### config.mk
export PLATFORM = sky130hd
export DESIGN_NAME = sram_fifo_ctrl
export DESIGN_NICKNAME = d
export VERILOG_FILES = /design/src/rtl/sram_fifo_ctrl.sv
export SDC_FILE = /design/constraint.sdc
export NUM_CORES = 1
export LEC_CHECK = 0
export CORE_MARGIN = 1
export CORE_UTILIZATION = 53
export CTS_BUF_LIST = sky130_fd_sc_hd__clkbuf_2 sky130_fd_sc_hd__clkbuf_4 sky130_fd_sc_hd__clkbuf_8
export DETAILED_ROUTE_END_ITERATION = 10
export GPL_ROUTABILITY_DRIVEN = 0
export PLACE_DENSITY = 0.92
export SYNTH_ARGS = -nofsm -noshare
export SYNTH_HDL_FRONTEND = slang
export SYNTH_SLANG_ARGS = --single-unit
export TNS_END_PERCENT = 5
### constraint.sdc
create_clock -name clock -period 8 [get_ports clock]
set_input_delay 1.6 -clock clock [delete_from_list [all_inputs] [get_ports clock]]
set_output_delay 1.6 -clock clock [all_outputs]
set_load 0.01 [all_outputs]
### src/rtl/sram_fifo_ctrl.sv
// FIFO controller over one single-port 128x40 SRAM, 2-entry output buffer; SRAM_FIFO_BYPASS_EN lets words skip an empty SRAM.
// Latency: enq to deq_valid is 3 cycles through the SRAM, 1 cycle with SRAM_FIFO_BYPASS_EN when the SRAM is empty.
// Backpressure: enq_ready drops when the SRAM is full or a favoured read takes the port; reads stop while the obuf is committed.
module sram_fifo_ctrl #(
    parameter int DATA_W = 40,
    parameter int ADDR_W = 7,
    parameter int DEPTH  = 128,
    parameter int OBUF_D = 2
) (
    input  logic              clock,
    input  logic              reset,
    input  logic              enq_valid,
    output logic              enq_ready,
    input  logic [DATA_W-1:0] enq_data,
    output logic              deq_valid,
    input  logic              deq_ready,
    output logic [DATA_W-1:0] deq_data,
    output logic [7:0]        count,
    output logic [ADDR_W-1:0] sram_a,
    output logic              sram_csb,
    output logic              sram_web,
    output logic              sram_oeb,
    output logic [DATA_W-1:0] sram_i,
    input  logic [DATA_W-1:0] sram_o
);

    localparam int CNT_W = ADDR_W + 1;

    logic [ADDR_W-1:0] wr_ptr;
    logic [ADDR_W-1:0] rd_ptr;
    logic [ADDR_W-1:0] a_hold;
    logic [CNT_W-1:0]  sram_cnt;
    logic              rd_inflight;
    logic              prio;
    logic [DATA_W-1:0] obuf [2];
    logic              obuf_head;
    logic [1:0]        obuf_cnt;

    logic run;
    logic not_full;
    logic rd_req;
    logic wr_req;
    logic byp_ok;
    logic byp_fire;
    logic rd_gnt;
    logic wr_gnt;
    logic contended;
    logic obuf_push;
    logic obuf_pop;
    logic obuf_tail;
    logic [DATA_W-1:0] push_dat;

    assign run      = !reset;
    assign not_full = sram_cnt != CNT_W'(DEPTH);
    assign rd_req   = (sram_cnt != '0) && ((32'(obuf_cnt) + 32'(rd_inflight)) < OBUF_D);
    assign wr_req   = enq_valid && not_full;

`ifdef SRAM_FIFO_BYPASS_EN
    assign byp_ok = (sram_cnt == '0) && !rd_inflight && (32'(obuf_cnt) < OBUF_D) && !rd_req;
`else
    assign byp_ok = 1'b0;
`endif

    // Read wins a contended cycle when prio is 0; enq_ready mirrors the write grant without looking at enq_valid.
    assign enq_ready = run && not_full && !(rd_req && !prio);
    assign rd_gnt    = run && rd_req && (!wr_req || !prio);
    assign wr_gnt    = run && wr_req && !byp_ok && (!rd_req || prio);
    assign byp_fire  = run && byp_ok && enq_valid && enq_ready;
    assign contended = run && rd_req && wr_req;

    assign sram_csb = !(wr_gnt || rd_gnt);
    assign sram_web = !wr_gnt;
    assign sram_oeb = !rd_gnt;
    assign sram_i   = enq_data;

    always_comb begin
        sram_a = a_hold;
        if (wr_gnt) begin
            sram_a = wr_ptr;
        end else if (rd_gnt) begin
            sram_a = rd_ptr;
        end
    end

    // A read issued last cycle has its word on sram_o now; bypass and capture are mutually exclusive.
    assign obuf_push = rd_inflight || byp_fire;
    assign push_dat  = rd_inflight ? sram_o : enq_data;
    assign obuf_tail = obuf_head ^ obuf_cnt[0];

    assign deq_valid = run && (obuf_cnt != 2'd0);
    assign deq_data  = obuf[obuf_head];
    assign obuf_pop  = deq_valid && deq_ready;

    assign count = 8'(sram_cnt) + 8'(rd_inflight) + 8'(obuf_cnt);

    always_ff @(posedge clock) begin
        if (reset) begin
            wr_ptr      <= '0;
            rd_ptr      <= '0;
            a_hold      <= '0;
            sram_cnt    <= '0;
            rd_inflight <= 1'b0;
            prio        <= 1'b0;
            obuf_head   <= 1'b0;
            obuf_cnt    <= 2'd0;
            for (int i = 0; i < 2; i++) begin
                obuf[i] <= '0;
            end
        end else begin
            if (wr_gnt) begin
                wr_ptr <= wr_ptr + 1'b1;
            end
            if (rd_gnt) begin
                rd_ptr <= rd_ptr + 1'b1;
            end
            if (wr_gnt || rd_gnt) begin
                a_hold <= sram_a;
            end
            if (wr_gnt) begin
                sram_cnt <= sram_cnt + 1'b1;
            end else if (rd_gnt) begin
                sram_cnt <= sram_cnt - 1'b1;
            end
            rd_inflight <= rd_gnt;
            if (contended) begin
                prio <= !prio;
            end
            if (obuf_push) begin
                obuf[obuf_tail] <= push_dat;
            end
            if (obuf_pop) begin
                obuf_head <= !obuf_head;
            end
            obuf_cnt <= obuf_cnt + 2'(obuf_push) - 2'(obuf_pop);
        end
    end

endmodule
==> qor.txt, run 1 <==
Post-synth EDFFs = 80
DP Area = 0.00771 mm2
Clk_skew = 0.0115 ns
Min Tclk post-route = 5.83 ns
Max IR drop VDD = 257 uV
DR WL/cell = 17.4 um
Average vias per placed instance = 5.50
Total track usage = 25.1%
Register area = 0.00311 mm2
Final ANT Viol Nets = 0
P&R area growth vs syn = 32.3%
Power Density = 305 mW/mm2
Post-CTS Hold Fix Bufs = 0
Post-route cell area = 0.00809 mm2
Worst-skew pair later-pin latency = 0.43 ns
Clk buf depth = 2
GR Overflow Total = 0
H-tree levels = 4
Fin nets = 787
Post-Synthesis Cells = 551
Global-route wire length before repair = 22400 um
Number of diodes = 0
Max-slew headroom = 30.9%
Clk slew on worst S/H paths = 0.07 ns
Async S/R FF share, synth = 0%
Rows = 38
Root Driver = clkbuf_8
FF+latch count, synth = 115
Fillcell total = 743
Top cell type's share of synthesized area = 39.3%
DP HPWL = 10200 um
Fin util = 73.4%
Post-route DRC = 0
RSZ-0062 raised after global routing = no
TritonCTS Buffers = 17
Via Count = 4625
Dominant cell type by area after synthesis = edfxtp_1
Fin. Hold Viols = 0
CTS tree = yes
HP Class = reg -> reg
Largest net degree at the start of global routing = 42
Core region area = 0.0110 mm2
Die Y = 109 um
CTS Sinks = 115
Ports = 184
Synth unique cells = 56
P_leak = 3.12 nW
Share of layout cells above drive strength 1 = 13.1%
Syn_nets = 650
Status = finished clean
Critical Path RT = 6.40 ns
TNS Setup = 0 ns
Post-synthesis sequential area ratio = 50.7%
Multi-input gate area = 0.00253 mm2
Initial Util = 55.5%
Hold_ws = 0.517 ns
Final setup violation count = 0
Setup bufs post-CTS = 0
DIE AREA = 0.0120 mm2
Period utilisation layout = 72.9%
Worst setup path category = in -> out
Average cell area after synthesis = 11.1 um2
Worst setup EP type = output port
Critical Path Source Type = input pin
Vias in the first global route = 4585
Die width = 109 um
Top cells by area, synth = edfxtp_1 39%, dfxtp_1 11%, mux2i_1 7.5%, mux2_2 7.4%, nor2_1 6.9%
TritonRoute pass-1 iters = 5
Worst Path Max Fanout = 39
Drt initial violations = 287
Max Cap Violations = 0
I/O Buffers = 183
Arrival @ worst endpoint = 4.23 ns
Synthesized area = 0.00612 mm2
Final WL = 14600 um
Tightest Pin Transition = 1.03 ns
Fin. max-slew vios = 0
F_max = 172 MHz
Yosys Warn Count = 0
Post-synth top flop = edfxtp_1
# resized after CTS = 0
Antenna violations before repair = 0
sequential cells by signal (all words and copies together) (netlist names), 2 cells and up, named ones only:
register and count:
sram_cnt 8, wr_ptr 7, obuf_cnt 2, rd_ptr 7, obuf 80, a_hold 7
routing by layer:
layer / GRT usage [%] / up-vias / wire length [um]
li1: - / 2177 / -
met1: 27.6 / 2216 / 5660
met2: 46.7 / 209 / 7610
met3: 6.05 / 23 / 1120
met4: 8.95 / 0 / 226
met5: 0 / - / 0
per-stage QoR:
stage          std cells  power [W]  worst slack [ns]
2_1_floorplan        551    0.00155              3.75
3_3_place_gp         809    0.00190              2.36
3_5_place_dp         809    0.00195              2.21
4_1_cts              841    0.00248              2.20
5_1_grt              841    0.00260              2.01
6_report             841    0.00247              2.17
synthesized netlist by cell type, types with 2 or more instances:
library cell / n
nand2b_1: 2
dfxtp_1: 35
clkbuf_1: 16
nand3_1: 7
a211oi_1: 2
o21ai_0: 4
inv_1: 10
o21bai_1: 2
ha_1: 12
mux2_2: 40
nor2_1: 112
o211ai_1: 3
buf_6: 4
and2_1: 6
mux2i_1: 46
a22oi_1: 4
nand4_1: 5
buf_4: 41
o211a_1: 2
or3_1: 3
a222oi_1: 2
buf_1: 4
inv_2: 2
edfxtp_1: 80
xnor2_1: 8
xor2_1: 18
fa_1: 3
o2111ai_1: 4
a21o_1: 3
a21oi_1: 12
nand2_1: 32
and4_1: 3
where the power goes:
part           switching (W)  total [W]  internal (W)
Sequential          0.000112   0.000884      0.000772
Combinational       0.000532    0.00106      0.000529
Clock               0.000238   0.000521      0.000282
cells by family (layout without fill, tap and decap cells):
logic type	Yosys count	after routing	synth area share [%]
AND/OR/NAND/NOR	181	181	13.2
flip-flops	115	115	50.7
multiplexers	86	86	14.9
buffers and inverters	80	230	8.12
AO/OA/AOI/OAI	48	48	5.93
XOR/XNOR	26	26	3.72
adder cells (fa/ha/maj)	15	15	3.44
critical path, stage by stage:
cell and delay [ns]:
clkdlybuf4s50_1 0.39, buf_4 0.26, nand2b_1 0.21, a41oi_2 0.32, and2_1 0.42, inv_2 0.22, nor2_1 0.22, a21oi_1 0.07
clkdlybuf4s50_1 0.50
layout make-up:
| type | instances | share of cell area, % |
|---|---|---|
| repair buffers | 186 | 22.9 |
| clock buffers | 19 | 3.08 |
| inverters | 12 | 0.557 |
| flip-flops and latches | 115 | 38.4 |
| well taps | 140 | 2.16 |
| clock inverters | 13 | 1.67 |
| multi-input cells | 356 | 31.2 |
worst paths after layout:
kind / slack (ns) / cells past startpoint / to / from
hold reg to reg: 0.52 / 2 / a_hold[6] / a_hold[6]
setup / recovery: 2.17 / 9 / sram_a[0] / reset
setup reg to reg: 4.39 / 3 / obuf[1][6] / obuf_push
hold / removal: 0.52 / 2 / a_hold[6] / a_hold[6]
layout by cell type, fill, tap and decap left out, types with 5 or more instances in the layout:
| cell type | netlist | layout |
|---|---|---|
| edfxtp_1 | 80 | 80 |
| and2_1 | 6 | 6 |
| clkbuf_8 | 1 | 17 |
| xnor2_1 | 8 | 8 |
| inv_1 | 10 | 10 |
| clkdlybuf4s50_1 | 0 | 183 |
| a21oi_1 | 12 | 12 |
| ha_1 | 12 | 12 |
| dfxtp_1 | 35 | 33 |
| clkinvlp_4 | 0 | 5 |
| nand2_1 | 32 | 30 |
| mux2_2 | 40 | 40 |
| nand3_1 | 7 | 6 |
| nand4_1 | 5 | 5 |
| nor2_1 | 112 | 112 |
| xor2_1 | 18 | 18 |
| mux2i_1 | 46 | 46 |
No activity file was read; power rests on OpenSTA's default activity.
==> run 2, diff against run 1 <==
--- a/config.mk
+++ b/config.mk
@@ -6,11 +6,11 @@
 export NUM_CORES = 1
 export LEC_CHECK = 0
 export CORE_MARGIN = 1
-export CORE_UTILIZATION = 53
+export CORE_UTILIZATION = 44
 export CTS_BUF_LIST = sky130_fd_sc_hd__clkbuf_2 sky130_fd_sc_hd__clkbuf_4 sky130_fd_sc_hd__clkbuf_8
 export DETAILED_ROUTE_END_ITERATION = 10
 export GPL_ROUTABILITY_DRIVEN = 0
-export PLACE_DENSITY = 0.92
+export PLACE_DENSITY = 0.82
 export SYNTH_ARGS = -nofsm -noshare
 export SYNTH_HDL_FRONTEND = slang
 export SYNTH_SLANG_ARGS = --single-unit
==> constraint.sdc (replaced) <==
create_clock -name clock -period 4.9 [get_ports clock]
set_input_delay 0.98 -clock clock [delete_from_list [all_inputs] [get_ports clock]]
set_output_delay 0.98 -clock clock [all_outputs]
set_load 0.01 [all_outputs]
==> run 2 against run 1 <==
Compared with the run above:
- first-iteration DRC count decreased by 12%
- flip-flop and latch count unchanged
- routed wire length is 1.2% higher
- clock skew down 0.0032 ns
- non-clock buffer count rose by 2
- core utilization shrank 12 points
- via count is 0.89% lower
- total power increased by 65%
- register-to-register slack got worse by 2.8 ns
- clock power grew 69%
- hold slack got worse by 0.026 ns
- largest cell class unchanged
- highest routed layer unchanged
==> qor.txt, run 2 (synthesis gave the netlist of run 1 again) <==
Max IR drop VDD = 348 uV (+36%)
Root Driver = clkbuf_8
Clk slew on worst S/H paths = 0.07 ns (about the same)
I/O Buffers = 183 (unchanged)
RSZ-0062 raised after global routing = no
Clk buf depth = 2 (unchanged)
Vias in the first global route = 4708 (+2.7%)
Post-route cell area = 0.00817 mm2 (+0.94%)
Critical Path RT = 3.92 ns (-2.48 ns)
DR WL/cell = 16.8 um (-3.2%)
Period utilisation layout = 91.2%
Worst Path Max Fanout = 13 (-67%)
Core region area = 0.0134 mm2 (+21%)
Antenna violations before repair = 0 (unchanged)
Biggest regs = obuf x80, sram_cnt x8
CP Launch Point = enq_valid
Arrival @ worst endpoint = 3.49 ns (-0.74 ns)
TNS Setup = 0 ns (unchanged)
Post-route DRC = 0 (unchanged)
Worst setup EP type = output port
Average vias per placed instance = 5.22 (-5.2%)
Die Y = 120 um (+9.6%)
Top reg by flops = obuf
Final setup violation count = 0 (unchanged)
H-tree levels = 4 (unchanged)
Ports = 184 (unchanged)
# resized after CTS = 0 (unchanged)
Fin nets = 789 (+0.25%)
Post-CTS Hold Fix Bufs = 0 (unchanged)
Final ANT Viol Nets = 0 (unchanged)
DIE AREA = 0.0144 mm2 (+20%)
HP Start = a_hold[6]
Global-route wire length before repair = 23400 um (+4.4%)
Status = finished clean
GR Overflow Total = 0 (unchanged)
Setup bufs post-CTS = 0 (unchanged)
Fin. Hold Viols = 0 (unchanged)
Largest net degree at the start of global routing = 42 (unchanged)
Total track usage = 21.1% (-4.0 points)
Share of layout cells above drive strength 1 = 12.9% (-0.18 points)
P&R area growth vs syn = 33.5%
Initial Util = 45.7% (-9.8 points)
Most frequent cells in the layout = 183 x clkdlybuf4s50_1, 112 x nor2_1, 80 x edfxtp_1
Critical Path Source Type = input pin
TritonCTS Buffers = 17 (unchanged)
P_leak = 3.13 nW (+0.32%)
Drt initial violations = 252 (-12%)
Via Count = 4584 (-0.89%)
CTS Sinks = 115 (unchanged)
Final WL = 14800 um (+1.2%)
Hold_ws = 0.491 ns (-0.0262 ns)
Worst-skew pair later-pin latency = 0.43 ns (about the same)
DP Area = 0.00777 mm2 (+0.78%)
Tightest Pin Transition = 1.08 ns (+0.0459 ns)
Max reg flops = 80 (unchanged)
Fin. max-slew vios = 0 (unchanged)
Min Tclk post-route = 4.47 ns
Rows = 42 (+11%)
CTS tree = yes
Power Density = 497 mW/mm2 (+63%)
Overall Power = 0.00406 W (+65%)
RR Startpoint = sram_cnt[1]
Worst setup path category = in -> out
HP Class = reg -> reg
Number of diodes = 0 (unchanged)
Clk_skew = 0.00830 ns (-0.00317 ns)
Max Cap Violations = 0 (unchanged)
TritonRoute pass-1 iters = 5 (unchanged)
DP HPWL = 10200 um (+0.31%)
Commonest non-fill, non-tap cell in the layout = clkdlybuf4s50_1
Die width = 120 um (+9.6%)
F_max = 224 MHz
Max-slew headroom = 27.8% (-3.1 points)
==> run 2: cell types whose count changed in the layout (fill, tap and decap cells not counted), sizes merged <==
cell,before,now
bufinv,2,3
clkinv,4,7
clkbuf,19,17
buf,3,5
inv,14,12
==> run 2: area by class of cell <==
type | count | area, um2
clock buffers | 17 | 234
flip-flops and latches | 115 | 3110
well taps | 176 | 220
fillers | 1060 | 5230
repair buffers | 188 | 1870
inverters | 12 | 45.0
clock inverters | 15 | 166
multi-input cells | 356 | 2530
==> run 2: through the flow <==
stage,instances,util [%],setup slack (ns)
after floorplan,551,-,1.69
after global placement,847,58.0,0.593
after detailed placement,847,58.0,0.476
after CTS,879,61.0,0.467
after global routing,879,61.0,0.260
final,879,61.0,0.430
==> run 2: metal layers <==
layer	global-route usage [%]	part of all wire [%]	wire length, um
met5	0	0	0
met4	7.42	1.3	194
met3	5.37	6.4	941
met2	39.0	52	7740
met1	23.2	40	5920
==> run 2: path summary, 6_finish.rpt <==
kind / slack, ns / cells after the start / endpoint
setup / recovery: 0.43 / 8 / sram_a[0]
hold / removal: 0.49 / 2 / a_hold[6]
setup reg to reg: 1.54 / 10 / sram_cnt[6]
hold reg to reg: 0.49 / 2 / a_hold[6]
==> run 2: worst max-delay path: stages <==
cell	delay, ns
clkdlybuf4s50_1	0.61
nand2b_1	0.11
a41oi_2	0.35
and2_1	0.43
inv_2	0.23
nor2_1	0.21
a21oi_1	0.08
clkdlybuf4s50_1	0.50
==> run 2: report_power, final <==
part           switching (W)  internal, W  total (W)
Combinational       0.000864     0.000868    0.00173
Sequential          0.000186      0.00126    0.00145
Clock               0.000387     0.000495   0.000882
Total                0.00144      0.00262    0.00406
==> run 3, diff against run 2 <==
--- a/config.mk
+++ b/config.mk
@@ -5,7 +5,7 @@
 export SDC_FILE = /design/constraint.sdc
 export NUM_CORES = 1
 export LEC_CHECK = 0
-export CORE_MARGIN = 1
+export CORE_MARGIN = 2
 export CORE_UTILIZATION = 44
 export CTS_BUF_LIST = sky130_fd_sc_hd__clkbuf_2 sky130_fd_sc_hd__clkbuf_4 sky130_fd_sc_hd__clkbuf_8
 export DETAILED_ROUTE_END_ITERATION = 10
==> run 3 against run 2 <==
Compared with the run above:
- first-iteration DRC count grew 29%
- combinational power is essentially flat
- global-route usage shrank 0.93 points
- count of clock-buffer cells in the layout grew 5
- register-to-register slack lost 0.02 ns
- setup slack gained 0.0093 ns
- total power grew 2.7%
- critical endpoint unchanged
- largest power group unchanged
==> qor.txt, run 3 (synthesis gave the netlist of run 1 again) <==
Net Sw Frac = 34.6% (-0.76 points)
Max IR drop VDD = 415 uV (+19%)
Critical Path Source Type = input pin
Average vias per placed instance = 5.16 (-0.97%)
Post-CTS Hold Fix Bufs = 0 (unchanged)
CTS tree = yes
Period utilisation layout = 91.0% (-0.19 points)
Clk slew on worst S/H paths = 0.06 ns (about the same)
Psw = 0.00144 W (+0.50%)
Max reg flops = 80 (unchanged)
DR WL/cell = 16.7 um (-0.84%)
Ports = 184 (unchanged)
Global-route wire length before repair = 23000 um (-1.7%)
Max stage delay cell, worst path = clkdlybuf4s50_1
Critical Path RT = 3.92 ns (about the same)
# resized after CTS = 0 (unchanged)
Fin worst setup slack = 0.440 ns (+0.00929 ns)
Top reg by flops = obuf
Antenna violations before repair = 0 (unchanged)
H-tree levels = 4 (unchanged)
Setup bufs post-CTS = 0 (unchanged)
Via Count = 4560 (-0.52%)
F_max = 224 MHz (+0.21%)
Final WL = 14700 um (-0.39%)
CTS Sinks = 115 (unchanged)
Worst setup path category = in -> out
Commonest non-fill, non-tap cell in the layout = clkdlybuf4s50_1
HP Class = reg -> reg
P_leak = 3.17 nW (+1.3%)
Final setup violation count = 0 (unchanged)
GR Overflow Total = 0 (unchanged)
Initial Util = 44.6% (-1.1 points)
Worst path depth = 8 (unchanged)
Die width = 122 um (+1.7%)
TritonRoute pass-1 iters = 4 (-1)
Max-slew headroom = 31.5% (+3.7 points)
Total track usage = 20.2% (-0.93 points)
TNS Setup = 0 ns (unchanged)
Critical Path Most Common Cell = clkdlybuf4s50_1
Min Tclk post-route = 4.46 ns (-0.00929 ns)
Post-route DRC = 0 (unchanged)
Max incr delay on CP = 0.62 ns (about the same)
Fin nets = 789 (unchanged)
Clk_skew = 0.00688 ns (-0.00141 ns)
Worst-skew pair later-pin latency = 0.43 ns (about the same)
Hold Crit Depth = 2 (unchanged)
Critical-path cell list = clkdlybuf4s50_1 > nand2b_1 > a41oi_2 > and2_1 > inv_2 > nor2_1 > a21oi_1 > clkdlybuf4s50_1
Internal power = 0.00273 W (+3.9%)
Max Cap Violations = 0 (unchanged)
Share of layout cells above drive strength 1 = 13.4% (+0.43 points)
DIE AREA = 0.0149 mm2 (+3.4%)
Power Density = 508 mW/mm2 (+2.1%)
TritonCTS Buffers = 17 (unchanged)
Arrival @ worst endpoint = 3.48 ns (about the same)
Root Driver = clkbuf_8
Critical path's top delay family = buffers and inverters
Most frequent cells in the layout = 183 x clkdlybuf4s50_1, 112 x nor2_1, 80 x edfxtp_1
Drt initial violations = 325 (+29%)
Multi-input gate area = 0.00253 mm2 (unchanged)
RSZ-0062 raised after global routing = no
Die Y = 122 um (+1.7%)
Combinational power share = 42.1% (-0.6 points)
Number of diodes = 0 (unchanged)
I/O Buffers = 183 (unchanged)
Register area = 0.00311 mm2 (unchanged)
Buf+Inv Stages, Crit Path = 3 (unchanged)
Status = finished clean
DP HPWL = 10100 um (-0.63%)
Biggest regs = obuf x80, sram_cnt x8
Rows = 43 (+2.4%)
Final ANT Viol Nets = 0 (unchanged)
Clk buf depth = 2 (unchanged)
Fillcell total = 1124 (+6.0%)
Sequential share of power = 34.6% (-1.0 points)
Tightest Pin Transition = 1.02 ns (-0.0552 ns)
Worst reg-to-reg path cell count = 10 (unchanged)
Fin. Hold Viols = 0 (unchanged)
Largest net degree at the start of global routing = 42 (unchanged)
Worst Path Max Fanout = 13 (unchanged)
Clock power frac = 23.3% (+1.6 points)
Core region area = 0.0137 mm2 (+2.4%)
Fin. max-slew vios = 0 (unchanged)
Vias in the first global route = 4643 (-1.4%)
Pre-CTS setup slack = 0.497 ns (+0.0216 ns)
Worst setup EP type = output port
P&R area growth vs syn = 34.3%
-- run 3: routing by layer --
layer  routed length, um  global-route usage [%]  part of all wire (%)  vias to the layer above
met4                 127                    6.47                  0.86                        0
met3                 920                    5.43                   6.2                       13
met2                7660                    37.2                    52                      166
li1                    -                       -                     -                     2183
met1                6030                    22.5                    41                     2198
met5                   0                       0                     0                        -
-- run 3: worst paths after layout --
kind | slack, ns | endpoint | from
setup / recovery | 0.44 | sram_a[0] | enq_valid
hold / removal | 0.51 | a_hold[2] | a_hold[2]
setup reg to reg | 1.52 | sram_cnt[6] | obuf_push
hold reg to reg | 0.51 | a_hold[2] | a_hold[2]
-- run 3: final cells by class --
class,count,area share [%]
Multi-Input combinational cell,356,30.8
Clock buffer,22,3.46
Clock inverter,10,1.90
Tap cell,180,2.74
Sequential cell,115,37.8
Inverter,12,0.548
Timing Repair Buffer,188,22.8
-- run 3: power groups by stage --
stage | clock network, W | logic, W | registers [W]
final | 0.000971 | 0.00175 | 0.00144
after detailed placement | 0 | 0.00175 | 0.00147
after floorplan | 0 | 0.00117 | 0.00136
after global routing | 0.00103 | 0.00190 | 0.00147
after CTS | 0.000989 | 0.00176 | 0.00145
after global placement | 0 | 0.00168 | 0.00145
-- run 3: stage by stage --
step	instance area, um2	utilization, %	power (W)	hold slack [ns]	std cells
4_1_cts	8210	59.9	0.00420	0.510	883
3_5_place_dp	7770	56.7	0.00321	0.495	851
6_report	8210	59.9	0.00417	0.512	883
2_1_floorplan	6120	-	0.00253	0.455	551
5_1_grt	8210	59.9	0.00441	0.524	883
3_3_place_gp	7770	56.7	0.00313	0.478	851
-- run 3: tightest hold or removal path, stage by stage, from the launching register on --
cell	delay, ns
dfxtp_1	0.33
a222oi_1	0.06
nor2_1	0.08
